**src/rtl/fir_pkg.sv**
```systemverilog
// fir_pkg: shared types and constants for the FIR sequencing controller
//   sterownik_stan_t : controller FSM states
//   WSP_W            : coefficient-count width
//   N_MAX            : largest legal coefficient count
//   MAC_LAT_W        : width of the MAC-drain down-counter
package fir_pkg;
    localparam int WSP_W     = 6;
    localparam int N_MAX     = 32;
    localparam int MAC_LAT_W = 3;

    typedef enum logic [2:0] {
        IDLE  = 3'd0,
        LOAD  = 3'd1,
        MAC   = 3'd2,
        DRAIN = 3'd3,
        OUT   = 3'd4
    } sterownik_stan_t;
endpackage

```
**src/rtl/sterownik_fir.sv**
```systemverilog
// sterownik_fir: sequencing controller for one FIR output computation
//   clk, rst_n              : clock, asynchronous active-low reset
//   cfg_we, cfg_wsp         : coefficient-count write (legal 1..N_MAX, IDLE only)
//   cfg_err                 : one-cycle pulse after a rejected config write
//   probka_valid/ready      : input sample handshake
//   probka_we               : write accepted sample into the delay line
//   wsp, zapisz_wsp         : shadow count and its load strobe to the loop counter
//   reset_petla, petla_en   : loop counter address clear / advance
//   full                    : loop counter done (registered, after last address)
//   acc_clr, acc_en         : accumulator clear / accumulate
//   wynik_valid/ready       : result handshake
//   busy                    : controller not in IDLE
module sterownik_fir #(
    parameter int WSP_W   = fir_pkg::WSP_W,
    parameter int MAC_LAT = 2
) (
    input  logic             clk,
    input  logic             rst_n,
    input  logic             cfg_we,
    input  logic [WSP_W-1:0] cfg_wsp,
    output logic             cfg_err,
    input  logic             probka_valid,
    output logic             probka_ready,
    output logic             probka_we,
    output logic [WSP_W-1:0] wsp,
    output logic             zapisz_wsp,
    output logic             reset_petla,
    output logic             petla_en,
    input  logic             full,
    output logic             acc_clr,
    output logic             acc_en,
    output logic             wynik_valid,
    input  logic             wynik_ready,
    output logic             busy
);
    import fir_pkg::*;

    sterownik_stan_t        stan, stan_nx;
    logic [MAC_LAT_W-1:0]   cnt;
    logic                   cfg_ok;
    logic                   przyjmij;
    logic                   cfg_dobry;

    assign przyjmij  = (stan == IDLE) && probka_valid && cfg_ok;
    // A sample accepted in the same cycle wins over a config write.
    assign cfg_dobry = cfg_we && (stan == IDLE) && !przyjmij &&
                       (cfg_wsp != '0) && (int'(cfg_wsp) <= N_MAX);

    always_comb begin
        stan_nx = (stan == IDLE)  ? (przyjmij ? LOAD : IDLE) :
                  (stan == LOAD)  ? MAC :
                  (stan == MAC)   ? (full ? ((MAC_LAT > 0) ? DRAIN : OUT) : MAC) :
                  (stan == DRAIN) ? ((cnt == '0) ? OUT : DRAIN) :
                  (stan == OUT && !wynik_ready) ? OUT : IDLE;
    end

    always_ff @(posedge clk or negedge rst_n) begin
        if (!rst_n) begin
            stan <= IDLE;
            cnt  <= '0;
        end else begin
            stan <= stan_nx;
            // Loaded with MAC_LAT-1 so DRAIN lasts exactly MAC_LAT cycles.
            if (stan == MAC && full)
                cnt <= MAC_LAT_W'(MAC_LAT - 1);
            else if (stan == DRAIN)
                cnt <= cnt - MAC_LAT_W'(1);
        end
    end

    always_ff @(posedge clk or negedge rst_n) begin
        if (!rst_n) begin
            wsp        <= '0;
            cfg_ok     <= 1'b0;
            zapisz_wsp <= 1'b0;
            cfg_err    <= 1'b0;
        end else begin
            zapisz_wsp <= cfg_dobry;
            cfg_err    <= cfg_we && !cfg_dobry;
            if (cfg_dobry) begin
                wsp    <= cfg_wsp;
                cfg_ok <= 1'b1;
            end
        end
    end

    assign probka_ready = (stan == IDLE) && cfg_ok;
    assign probka_we    = (stan == LOAD);
    assign acc_clr      = (stan == LOAD);
    assign reset_petla  = (stan == LOAD);
    assign petla_en     = (stan == MAC);
    // The cycle full arrives the counter already holds past the last address.
    assign acc_en       = (stan == MAC) && !full;
    assign wynik_valid  = (stan == OUT);
    assign busy         = (stan != IDLE);
endmodule
```
**config.mk**
```make
export PLATFORM = sky130hd
export DESIGN_NAME = sterownik_fir
export DESIGN_NICKNAME = d
export VERILOG_FILES = /design/src/rtl/fir_pkg.sv /design/src/rtl/sterownik_fir.sv
export SDC_FILE = /design/constraint.sdc
export NUM_CORES = 1
export LEC_CHECK = 0
export CORE_ASPECT_RATIO = 1.2
export CORE_MARGIN = 5
export CORE_UTILIZATION = 45
export CTS_CLUSTER_SIZE = 10
export DETAILED_ROUTE_END_ITERATION = 10
export DONT_BUFFER_PORTS = 1
export PLACE_DENSITY = 0.66
export SYNTH_ARGS = -nofsm -noshare
export SYNTH_HDL_FRONTEND = slang
export SYNTH_SLANG_ARGS = --single-unit
export TNS_END_PERCENT = 5
```
**constraint.sdc**
```tcl
create_clock -name clk -period 2.3 [get_ports clk]
set_input_delay 0.575 -clock clk [delete_from_list [all_inputs] [get_ports clk]]
set_output_delay 0.575 -clock clk [all_outputs]
set_load 0.02 [all_outputs]
```
==> flow_summary.html <==
<table>
<tr><th>Metric</th><th>Value</th></tr>
<tr><th colspan="2">STA</th></tr>
<tr><td>Highest Clock Rate</td><td>503 MHz</td></tr>
<tr><td>Count of pins over their slew limit</td><td>0</td></tr>
<tr><td>Normalized max-slew margin</td><td>0.567</td></tr>
<tr><td>Hold_ws</td><td>0.392 ns</td></tr>
<tr><td>Number of setup violations in the final report</td><td>0</td></tr>
<tr><td>Final Hold Vio Count</td><td>0</td></tr>
<tr><td>Setup TNS</td><td>0 ns</td></tr>
<tr><td>Transition time at the pin with the least slew margin</td><td>0.647 ns</td></tr>
<tr><td>Minimum period implied by the final worst setup slack</td><td>slightly below 2 ns</td></tr>
<tr><td>Final setup skew</td><td>0.00701 ns</td></tr>
<tr><td>Unrepaired setup endpoints after global routing</td><td>no</td></tr>
<tr><td>Fin crit share</td><td>0.864</td></tr>
<tr><th colspan="2">Placement</th></tr>
<tr><td>DP HPWL</td><td>about 1000 µm</td></tr>
<tr><td>GPL Wtd Cong</td><td>0.700</td></tr>
<tr><td>Area after detailed placement</td><td>746 µm²</td></tr>
<tr><td>Port Buffer Count</td><td>0</td></tr>
<tr><th colspan="2">Pwr</th></tr>
<tr><td>Switching part of the total power</td><td>0.445</td></tr>
<tr><td>Total leakage power</td><td>between 0.3 and 0.4 nW</td></tr>
<tr><td>Clock Power Share</td><td>0.148</td></tr>
<tr><td>Worst IR Drop VDD</td><td>~0.48 mV</td></tr>
<tr><td>Combinational Power Share</td><td>0.340</td></tr>
<tr><td>P_sw</td><td>roughly 460 µW</td></tr>
<tr><td>P_int</td><td>575 µW</td></tr>
<tr><td>Power per standard cell area</td><td>1320 nW/µm²</td></tr>
<tr><td>Part of the power in registers</td><td>0.512</td></tr>
<tr><th colspan="2">Yosys</th></tr>
<tr><td>Cell variety after synth</td><td>24</td></tr>
<tr><td>Post-synth net total</td><td>84</td></tr>
<tr><td>Top_reg_cell synth</td><td>sky130_fd_sc_hd__dfrtp_1</td></tr>
<tr><td>Count of yosys warnings during synthesis</td><td>0</td></tr>
<tr><td>Count of flip-flops with a built-in enable after synthesis</td><td>0</td></tr>
<tr><td>Sequential share of the synthesized area</td><td>0.517</td></tr>
<tr><td>Synthesized area per cell</td><td>10.4 µm²</td></tr>
<tr><td>Post-synthesis async set-or-reset flop share</td><td>1.00</td></tr>
<tr><td>FF+latch count, synth</td><td>15</td></tr>
<tr><td>Post-synth design cell area</td><td>726 µm²</td></tr>
<tr><td>Cells after Synth</td><td>70</td></tr>
<tr><th colspan="2">Floorplanning</th></tr>
<tr><td>Die Y</td><td>54.0 µm</td></tr>
<tr><td>Die area</td><td>approximately 2500 µm²</td></tr>
<tr><td>DIE WIDTH</td><td>46.7 µm</td></tr>
<tr><td>Rows</td><td>16</td></tr>
<tr><td>Initial standard-cell utilization of the core</td><td>0.459</td></tr>
<tr><td>Area inside the core boundary</td><td>around 1600 µm²</td></tr>
<tr><td>Number of top-level pins</td><td>28</td></tr>
<tr><th colspan="2">Setup path</th></tr>
<tr><td>Startpoint-to-endpoint class of the critical path</td><td>reg -&gt; out</td></tr>
<tr><td>WP data arrival</td><td>1.41 ns</td></tr>
<tr><td>Bufs and invs on worst path</td><td>0</td></tr>
<tr><td>Critical path startpoint category</td><td>register</td></tr>
<tr><td>Cell with the biggest individual delay on the critical path</td><td>sky130_fd_sc_hd__dfrtp_1</td></tr>
<tr><td>Reg-to-reg startpoint</td><td>stan[0]</td></tr>
<tr><td>Kind of cell with the highest combined delay on the critical path</td><td>simple AND/OR/NAND/NOR gates</td></tr>
<tr><td>Reg2reg path depth</td><td>4</td></tr>
<tr><td>Reg2Reg Setup Slack</td><td>0.59 ns</td></tr>
<tr><td>Data required, critical path</td><td>1.73 ns</td></tr>
<tr><td>Kind of capture point of the worst setup path</td><td>primary output</td></tr>
<tr><td>Crit-path cells</td><td>nor3_1 &gt; and2_1</td></tr>
<tr><td>Largest fanout on the critical path</td><td>11</td></tr>
<tr><td>Worst flop-to-flop path endpoint</td><td>wsp[1]</td></tr>
<tr><td>Max incr delay on CP</td><td>0.49 ns</td></tr>
<tr><th colspan="2">Finish</th></tr>
<tr><td>P&amp;R area growth vs syn</td><td>7.93%</td></tr>
<tr><td>Antenna Diode Count</td><td>0</td></tr>
<tr><td>Total of fill cells in the finished design</td><td>roughly 150</td></tr>
<tr><td>Seq. cell area</td><td>375 µm²</td></tr>
<tr><td>Share of final-layout standard cells stronger than drive strength 1</td><td>0.137</td></tr>
<tr><td>Post-route standard cell area excluding fillers</td><td>783 µm²</td></tr>
<tr><td>Util after Layout</td><td>0.495</td></tr>
<tr><td>Post-layout net count</td><td>88</td></tr>
<tr><td>Combined area of the multi-input logic cells</td><td>310 µm²</td></tr>
<tr><th colspan="2">Clocking</th></tr>
<tr><td>Clock Pin Slew Worst Setup and Hold Paths</td><td>0.08 ns</td></tr>
<tr><td>Insertion delay to the later sink of the worst-skew pair</td><td>0.29 ns</td></tr>
<tr><td>Root Driver</td><td>sky130_fd_sc_hd__clkbuf_4</td></tr>
<tr><td>Number of sinks on the clock net</td><td>15</td></tr>
<tr><td>Maximum number of buffers from clock root to sink</td><td>2</td></tr>
<tr><td>CTS Buf Count</td><td>3</td></tr>
<tr><td>Maximum level of the CTS H-tree</td><td>1</td></tr>
<tr><td>TritonCTS clock tree</td><td>built</td></tr>
<tr><td>Number of instances resized during post-cts repair</td><td>0</td></tr>
<tr><th colspan="2">Hold path</th></tr>
<tr><td>Startpoint of the most critical hold path</td><td>wynik_ready</td></tr>
<tr><td>Endpoint with the worst hold slack</td><td>stan[2]</td></tr>
<tr><td>Number of cells on the worst hold path</td><td>1</td></tr>
<tr><td>Class of the tightest hold or removal check</td><td>in -&gt; reg</td></tr>
<tr><th colspan="2">Drt</th></tr>
<tr><td>DRC</td><td>0</td></tr>
<tr><td>Routed WL</td><td>1290 µm</td></tr>
<tr><td>Total vias in the final route</td><td>495</td></tr>
<tr><td>Antenna violation net count after detailed routing</td><td>0</td></tr>
<tr><td>Average wire length per cell after detail routing</td><td>between 10 and 15 µm</td></tr>
<tr><td>Number of vias per cell after detailed routing</td><td>approximately 5.4</td></tr>
<tr><td>DRT iter0 DRCs</td><td>4</td></tr>
<tr><td>Number of optimization iterations in the first detailed-route pass</td><td>4</td></tr>
<tr><th colspan="2">GRT</th></tr>
<tr><td>Overall track demand over capacity in global routing</td><td>0.125</td></tr>
<tr><td>Global-route layer with the greatest usage</td><td>met2</td></tr>
<tr><td>Wire length of the first global-routing pass</td><td>2100 µm</td></tr>
<tr><td>Via count of the first global-routing pass</td><td>485</td></tr>
<tr><td>Met3 usage</td><td>0.0502</td></tr>
<tr><td>GR met2 Demand/Resource</td><td>0.202</td></tr>
<tr><td>Antenna violations before repair</td><td>0</td></tr>
<tr><td>Met1 Resource Use GR</td><td>0.119</td></tr>
<tr><td>Pin count of the biggest net entering global routing</td><td>16</td></tr>
<tr><td>Overflow left after global routing</td><td>0</td></tr>
<tr><th colspan="2">Status</th></tr>
<tr><td>Result of the run</td><td>finished clean</td></tr>
<tr><th colspan="2">Flow run</th></tr>
<tr><td>Max-cap check violation count</td><td>0</td></tr>
</table>
==> metrics by stage <==
stage,instances,worst slack (ns),power (mW)
2_1_floorplan,70,0.222,0.822
3_3_place_gp,86,0.249,0.876
3_5_place_dp,86,0.226,0.890
4_1_cts,91,0.292,1.06
5_1_grt,91,0.249,1.12
6_report,91,0.313,1.04
==> cell families after synthesis <==
logic type	count (synthesis)	synth area share
flops	15	0.517
simple gates	27	0.216
compound gates	11	0.0931
mux	5	0.0776
fa+ha+maj	2	0.0345
buf+inv	10	0.0621
==> synthesized netlist by cell type (2+ instances only) <==
library cell,n,area share
sky130_fd_sc_hd__and2_1,2,0.017
sky130_fd_sc_hd__nor3_1,3,0.021
sky130_fd_sc_hd__inv_1,6,0.031
sky130_fd_sc_hd__dfrtp_1,15,0.52
sky130_fd_sc_hd__clkbuf_1,2,0.010
sky130_fd_sc_hd__ha_1,2,0.034
sky130_fd_sc_hd__nand2b_1,2,0.017
sky130_fd_sc_hd__nor2_1,4,0.021
sky130_fd_sc_hd__and3_1,2,0.017
sky130_fd_sc_hd__o21ai_0,6,0.041
sky130_fd_sc_hd__buf_4,2,0.021
sky130_fd_sc_hd__nand2_1,8,0.041
sky130_fd_sc_hd__mux2_1,5,0.078
==> worst max path at each step <==
stage	from	slack, ns	depth (start not counted)	endpoint
2_1_floorplan	stan[0]	0.22	3	probka_we
6_report	stan[0]	0.31	2	probka_ready
3_5_place_dp	cfg_wsp[1]	0.23	4	wsp[1]
3_3_place_gp	cfg_wsp[1]	0.25	4	wsp[0]
4_1_cts	stan[0]	0.29	2	probka_ready
5_1_grt	stan[0]	0.25	2	probka_ready
==> power groups by stage <==
stage	clock network (mW)	registers, mW	logic, mW
global placement	0	0.535	0.342
detailed placement	0	0.538	0.351
finish	0.154	0.530	0.353
floorplan	0	0.482	0.340
global route	0.175	0.543	0.405
CTS	0.165	0.532	0.360
==> layer usage <==
layer / wire length, µm / vias up
met5: 0 / -
met4: 37 / 0
met3: 113 / 4
met2: 690 / 13
met1: 450 / 240
li1: - / 238
==> state kept, by name (all words and copies together), names as in the netlist <==
register    flops
cfg_err         1
cfg_ok          1
cnt             3
stan            3
wsp             6
zapisz_wsp      1
==> cell usage in the layout, fill, tap and decap left out, drive strengths merged <==
cell type | netlist | layout
clkinv | 0 | 1
buf | 2 | 2
or4 | 1 | 1
nand2b | 2 | 2
mux2 | 5 | 5
ha | 2 | 2
o22a | 1 | 1
and3 | 2 | 2
nor2b | 1 | 1
clkbuf | 2 | 3
a21o | 1 | 1
nand2 | 8 | 8
and2 | 2 | 2
or3 | 1 | 1
dfrtp | 15 | 15
inv | 6 | 6
nand3 | 2 | 2
nor3b | 1 | 1
a22o | 1 | 1
nor3 | 3 | 3
dlygate4sd3 | 0 | 1
o21ai | 7 | 7
o21a | 1 | 1
nor2 | 4 | 4
==> final cells by class <==
cell class              count  area share
clock buffers               3      0.0288
clock inverters             1     0.00639
inverters                   6      0.0288
multi-input cells          45       0.396
flip-flops and latches     15       0.479
well taps                  18      0.0288
repair buffers              3      0.0319
==> timing repair <==
| item | 4_1_cts | 5_1_grt |
|---|---|---|
| endpoints found under the hold margin | 15 | 0 |
| hold buffers | 1 | 0 |
| setup buffers | 0 | 0 |
Power figures use the tool's default switching activity.
